**src/rtl/contador_prog_if.sv**
```systemverilog
// Control and status bundle of the programmable counter.
// The master side drives the controls and the slave side (the counter)
// returns the registered status.
interface contador_prog_if #(
  parameter int BITS     = 29,
  parameter int PRE_BITS = 8
);
  logic                Enable;
  logic                up_down;
  logic                saturate;
  logic                load;
  logic [BITS-1:0]     load_value;
  logic [BITS-1:0]     limit;
  logic [PRE_BITS-1:0] prescale;
  logic                clear_flag;
  logic [BITS-1:0]     count;
  logic                tc;
  logic                wrap_flag;

  modport master (
    output Enable, up_down, saturate, load, load_value, limit, prescale, clear_flag,
    input  count, tc, wrap_flag
  );

  modport slave (
    input  Enable, up_down, saturate, load, load_value, limit, prescale, clear_flag,
    output count, tc, wrap_flag
  );
endinterface

```
**src/rtl/contador_prog.sv**
```systemverilog
// Programmable counter clocked on the falling edge of NEclk.
// Features: active-low enable, prescaler, up/down, wrap or saturate,
// synchronous load, terminal-count pulse and sticky wrap flag.
module contador_prog #(
  parameter int BITS     = 29,
  parameter int PRE_BITS = 8
) (
  input logic            NEclk,
  input logic            reset,
  contador_prog_if.slave bus
);

  localparam logic [BITS-1:0]     ONE     = {{(BITS-1){1'b0}}, 1'b1};
  localparam logic [PRE_BITS-1:0] PRE_ONE = {{(PRE_BITS-1){1'b0}}, 1'b1};

  logic [BITS-1:0]     r_count;
  logic [PRE_BITS-1:0] r_pre_cnt;
  logic                r_tc;
  logic                r_wrap_flag;

  logic [BITS-1:0]     w_count_next;
  logic [PRE_BITS-1:0] w_pre_cnt_next;
  logic                w_tc_next;
  logic                w_wrap_flag_next;
  logic                w_wrap_set;
  logic                w_pre_done;
  logic                w_up_term;
  logic                w_dn_term;

  // The prescaler fires once its phase has reached the programmed divide value;
  // the >= compare keeps it well-behaved when prescale shrinks mid-count.
  assign w_pre_done = (r_pre_cnt >= bus.prescale);
  // Up-counting treats anything at or above limit as terminal (covers loads above limit).
  assign w_up_term  = (r_count >= bus.limit);
  assign w_dn_term  = (r_count == '0);

  // Next-state computation: load beats a prescaled step; reset is applied in the register.
  always_comb begin
    w_count_next   = r_count;
    w_pre_cnt_next = r_pre_cnt;
    w_tc_next      = 1'b0;
    w_wrap_set     = 1'b0;
    if (bus.load) begin
      w_count_next   = bus.load_value;
      w_pre_cnt_next = '0;
    end else if (!bus.Enable) begin
      if (w_pre_done) begin
        w_pre_cnt_next = '0;
        if (bus.up_down) begin
          if (!w_up_term) begin
            w_count_next = r_count + ONE;
          end else begin
            w_tc_next = 1'b1;
            if (bus.saturate) begin
              // Clamp a value that was loaded above limit; otherwise hold.
              w_count_next = bus.limit;
            end else begin
              w_count_next = '0;
              w_wrap_set   = 1'b1;
            end
          end
        end else begin
          if (!w_dn_term) begin
            w_count_next = r_count - ONE;
          end else begin
            w_tc_next = 1'b1;
            if (bus.saturate) begin
              w_count_next = '0;
            end else begin
              w_count_next = bus.limit;
              w_wrap_set   = 1'b1;
            end
          end
        end
      end else begin
        w_pre_cnt_next = r_pre_cnt + PRE_ONE;
      end
    end
  end

  // Sticky flag: a new wrap wins over a clear requested on the same edge.
  always_comb begin
    w_wrap_flag_next = r_wrap_flag;
    if (w_wrap_set) begin
      w_wrap_flag_next = 1'b1;
    end else if (bus.clear_flag) begin
      w_wrap_flag_next = 1'b0;
    end
  end

  // State register on the falling edge with synchronous reset.
  always_ff @(negedge NEclk) begin
    if (reset) begin
      r_count     <= '0;
      r_pre_cnt   <= '0;
      r_tc        <= 1'b0;
      r_wrap_flag <= 1'b0;
    end else begin
      r_count     <= w_count_next;
      r_pre_cnt   <= w_pre_cnt_next;
      r_tc        <= w_tc_next;
      r_wrap_flag <= w_wrap_flag_next;
    end
  end

  assign bus.count     = r_count;
  assign bus.tc        = r_tc;
  assign bus.wrap_flag = r_wrap_flag;

endmodule

```
**src/flat_wrapper.sv**
```systemverilog
// flat-port wrapper written by rule: the top's interface ports become plain ports
module contador_prog_flat 
#(
  parameter int BITS     = 29,
  parameter int PRE_BITS = 8
)
  (NEclk, reset, bus_Enable, bus_up_down, bus_saturate, bus_load, bus_load_value, bus_limit, bus_prescale, bus_clear_flag, bus_count, bus_tc, bus_wrap_flag);
  contador_prog_if #(.BITS(BITS), .PRE_BITS(PRE_BITS)) bus_i ();
  input logic NEclk;
  input logic reset;
  input wire logic [$bits(bus_i.Enable)-1:0] bus_Enable;
  input wire logic [$bits(bus_i.up_down)-1:0] bus_up_down;
  input wire logic [$bits(bus_i.saturate)-1:0] bus_saturate;
  input wire logic [$bits(bus_i.load)-1:0] bus_load;
  input wire logic [$bits(bus_i.load_value)-1:0] bus_load_value;
  input wire logic [$bits(bus_i.limit)-1:0] bus_limit;
  input wire logic [$bits(bus_i.prescale)-1:0] bus_prescale;
  input wire logic [$bits(bus_i.clear_flag)-1:0] bus_clear_flag;
  output wire logic [$bits(bus_i.count)-1:0] bus_count;
  output wire logic [$bits(bus_i.tc)-1:0] bus_tc;
  output wire logic [$bits(bus_i.wrap_flag)-1:0] bus_wrap_flag;
  assign bus_i.Enable = bus_Enable;
  assign bus_i.up_down = bus_up_down;
  assign bus_i.saturate = bus_saturate;
  assign bus_i.load = bus_load;
  assign bus_i.load_value = bus_load_value;
  assign bus_i.limit = bus_limit;
  assign bus_i.prescale = bus_prescale;
  assign bus_i.clear_flag = bus_clear_flag;
  assign bus_count = bus_i.count;
  assign bus_tc = bus_i.tc;
  assign bus_wrap_flag = bus_i.wrap_flag;
  contador_prog #(.BITS(BITS), .PRE_BITS(PRE_BITS)) u_core (.NEclk(NEclk), .reset(reset), .bus(bus_i));
endmodule
```
**config.mk**
```make
export PLATFORM = sky130hd
export DESIGN_NAME = contador_prog_flat
export DESIGN_NICKNAME = d
export VERILOG_FILES = /design/src/rtl/contador_prog_if.sv /design/src/rtl/contador_prog.sv /design/src/flat_wrapper.sv
export SDC_FILE = /design/constraint.sdc
export NUM_CORES = 1
export LEC_CHECK = 0
export BUFFER_PORTS_ARGS = -buffer_cell sky130_fd_sc_hd__buf_2
export CORE_ASPECT_RATIO = 0.75
export CORE_MARGIN = 2
export CORE_UTILIZATION = 55
export CTS_BUF_LIST = sky130_fd_sc_hd__clkbuf_2 sky130_fd_sc_hd__clkbuf_4 sky130_fd_sc_hd__clkbuf_8
export DETAILED_ROUTE_END_ITERATION = 16
export GPL_TIMING_DRIVEN = 0
export PLACE_DENSITY_LB_ADDON = 0.1
export SLEW_MARGIN = 15
export SYNTH_ARGS = -nofsm -noshare
export SYNTH_HDL_FRONTEND = slang
export SYNTH_SLANG_ARGS = --single-unit
export TNS_END_PERCENT = 50
```
**constraint.sdc**
```tcl
create_clock -name NEclk -period 6.7 [get_ports NEclk]
set_input_delay 0.335 -clock NEclk [delete_from_list [all_inputs] [get_ports NEclk]]
set_output_delay 0.335 -clock NEclk [all_outputs]
set_load 0.01 [all_outputs]
```
# Word level (Yosys, flattened, before mapping)
# Index checks and enable logic that the tools add are counted.
# op_classes
n_eq_ne	1
n_mux	21
n_addsub	3
bitwise	1
n_reduce_logical	6
n_div	0
n_shift	0
magnitude_cmp	2
multipliers	0
# ops
op	count
$mux 29	8
$add 29x1->29 const B	1
$ge 29x29->1	1
$logic_not 29->1	1
$sub 29x1->29 const B	1
$mux 1	12
$add 8x1->8 const B	1
$ge 8x8->1	1
$mux 8	1
$reduce_bool 2->1	2
$reduce_or 4->1	1
$ne 2x1->1 const B	1
$reduce_and 2->1	1
$reduce_or 2->1	1
$not 1->1	1
# totals
mem_count	0
output_inout_bits	31
ram_bits	0
register_bits	39
inputBits	73
mem_bits_ro	0
word_cells	38
latch_bits	0

# Logic depth before layout (Yosys ltp)
# depth
ltp_word	7
mapped_depth	13
mapped_depth_nobuf	10

==> flow_summary_export.csv <==
group,metric,value,unit
grt,grt_pass1_wl,28000,um
setup_path,slowest_stage,"a2111o_1",
grt,grtUsageTotal,37.7,%
clock_tree,cts_root_buf,"clkbuf_8",
layout,drive_above_1_share,18.0,%
die,start_util,56.1,%
timing,fin_skew,25.2,ps
detailed_routing,drt_iter0_drc,667,
detailed_routing,postRouteWirelength,17800,um
place,post_dp_cell_area,0.00534,mm^2
synth,yosys_warnings,0,
clock_tree,cts_buffers,5,
setup_path,crit_family,"compound AO/OA/AOI/OAI gates",
clock_tree,hold_buffers,0,
layout,stdcell_area,0.00559,mm^2
setup_path,cp.required,3560,ps
synth,syn_nets,762,
timing,slew_headroom,43.9,%
power,power_frac_seq,32.0,%
synth,async_reset_ff_share,0,%
power,p_int,463,uW
die,dieArea,0.00931,mm^2
detailed_routing,ant_nets,0,
synth,postSynthCellCount,649,
run,max_cap_viol_count,0,
synth,ys_ff_latch,39,
setup_path,cp_num_buf_inv,3,
grt,grt_max_degree,13,
power,p_comb_share,35.1,%
die,rows,29,
worst_hold_path,hp-class,"reg -> reg",
timing,hold_viol_final,0,
layout,finalNonFillerCells,903,
grt,overflow,0,
clock_tree,clockBufferDepth,2,
layout,antennaDiodeCount,0,
synth,synth_top_area_share,16.6,%
setup_path,cp_cell_sequence,"buf_2 -> inv_1 -> ha_1 -> a21oi_1 -> o21ai_0 -> a221o_1 -> a2111o_1 -> a21oi_4 -> buf_4 -> mux2i_1 -> a211oi_1 -> a2111oi_0",
place,routabilityCongestion,0.996,
synth,synth_area_leaders,"dfxtp_1, ha_1, xor2_1",
power,p_clk_share,32.9,%
detailed_routing,viasPerCell,6.17,
synth,syn_area_per_cell,7.25,um^2
power,p_per_area,147,mW/mm^2
power,p_sw_share,43.8,%
place,dp.final_hpwl,13000,um
layout,mostFrequentLayoutCells,"inv_1, buf_2, nand2_1",
die,die_x,111,um
layout,area_delta_synth_final,18.9,%
detailed_routing,num_vias,5567,
synth,ys_seq_area_share,16.6,%
synth,netlist_area,0.00470,mm^2
timing,worst_pin_slew,842,ps
power,leakage,0.00283,uW
setup_path,path_max_fanout,10,
setup_path,worstSetupPathType,"in -> reg",
clock_tree,clock_sinks,39,
timing,slew_violations,0,
power,p_switching,361,uW
synth,dominantRegCellSynth,"dfxtp_1",
setup_path,end_kind,"flop",
clock_tree,h-tree-depth,2,
timing,setup_viol,0,
clock_tree,clk_latency,380,ps
synth,synth_edf_count,0,
layout,nNetsFinal,908,
clock_tree,tritoncts,"built",
status,outcome,"finished clean",
setup_path,crit_arrival,3440,ps
die,io_pins,104,
die,die_h,84.1,um
clock_tree,clk_pin_slew_worst_paths,40,ps
setup_path,cp-start-kind,"primary input",
die,core_area,0.00838,mm^2
detailed_routing,drc,0,
place,numPortBuffers,101,
grt,antenna_found_initial,0,
detailed_routing,wire_per_inst,19.7,um
synth,yosys.area.top_type,"dfxtp_1",
power,ir_drop,0.000105,V
place,place_inst,858,
synth,synth.distinct_cells,55,
grt,grt_pass1_vias,5492,
timing,finalSetupTns,0,ps
detailed_routing,first_pass_iters,5,
setup_path,critPathMaxStageDelay,520,ps
## power by group through the flow
stage	clock, uW	combinational [uW]	sequential [uW]
floorplan	36.4	178	268
global placement	36.4	268	266
detailed placement	36.4	276	266
CTS	276	279	263
global route	300	313	264
finish	271	289	263
## cell type report
| type | count | area (um^2) |
|---|---|---|
| Buffer | 53 | 231 |
| Multi-Input combinational cell | 490 | 3460 |
| Fill cell | 774 | 2790 |
| Tap cell | 108 | 135 |
| Timing Repair Buffer | 101 | 505 |
| Clock inverter | 41 | 161 |
| Sequential cell | 39 | 781 |
| Clock buffer | 5 | 68.8 |
| Inverter | 66 | 248 |
## worst paths after layout
kind                              from              endpoint  slack (ps)  cells after the start
setup / recovery         bus_limit[14]  u_core.bus.count[12]         110                     12
hold / removal    u_core.bus.wrap_flag  u_core.bus.wrap_flag         490                      2
setup reg to reg   u_core.bus.count[0]   u_core.bus.count[5]        2500                     13
hold reg to reg   u_core.bus.wrap_flag  u_core.bus.wrap_flag         490                      2
## kinds of logic after synthesis
| logic type | share of synthesized area (%) |
|---|---|
| and+or+nand+nor | 25.1 |
| buffers and inverters | 10.1 |
| muxes | 5.38 |
| AOI/OAI and AO/OA | 22.0 |
| DFF | 16.6 |
| xor gates and xnor gates | 10.1 |
| adders and majority gates | 10.6 |
## registers in the layout, summed over array words and instances (netlist names)
register / cells
u_core.bus.wrap_flag: 1
u_core.r_pre_cnt: 8
u_core.bus.count: 29
u_core.bus.tc: 1
## what timing repair did
action                     4_1_cts  5_1_grt
gates resized for setup          3        5
setup endpoints to repair       29       14
buffers inserted                 0        0
## worst min-delay path: stages (launching register included)
cell	delay (ps)
dfxtp_1	320
a32oi_1	60
nor2_1	70
## cells in the mapped netlist, types with 7 or more instances
library cell  count
nor2b_1           9
a2111oi_2        11
nand4_1          13
nand2_1          75
inv_1            67
o21ai_0          10
or3_1            11
o21ai_1          10
xnor2_1          20
nor2_1           35
xor2_1           34
clkbuf_1         40
a21oi_1          36
a2111oi_0         8
nand3_1          22
nor3_1           28
a221oi_1          7
a21o_1           10
mux2i_1          23
a211oi_1         17
ha_1             40
dfxtp_1          39
## through the flow
stage	util (%)	total power, uW	hold WS (ps)	setup WS, ps
finish	66.7	824	491	114
global route	66.7	878	559	-58.1
CTS	66.5	817	495	7.90
detailed placement	63.7	579	478	-681
global placement	63.7	570	472	-612
floorplan	-	482	483	426
## per-layer routing
metal	share of wire, %	global-route usage, %	wire (um)	vias to the layer above
li1	-	-	-	2592
met2	41	55.6	7300	363
met5	0	0	0	-
met1	45	50.8	7960	2572
met4	2.2	13.6	390	0
met3	12	13.1	2140	40
Power figures use the tool's default switching activity.
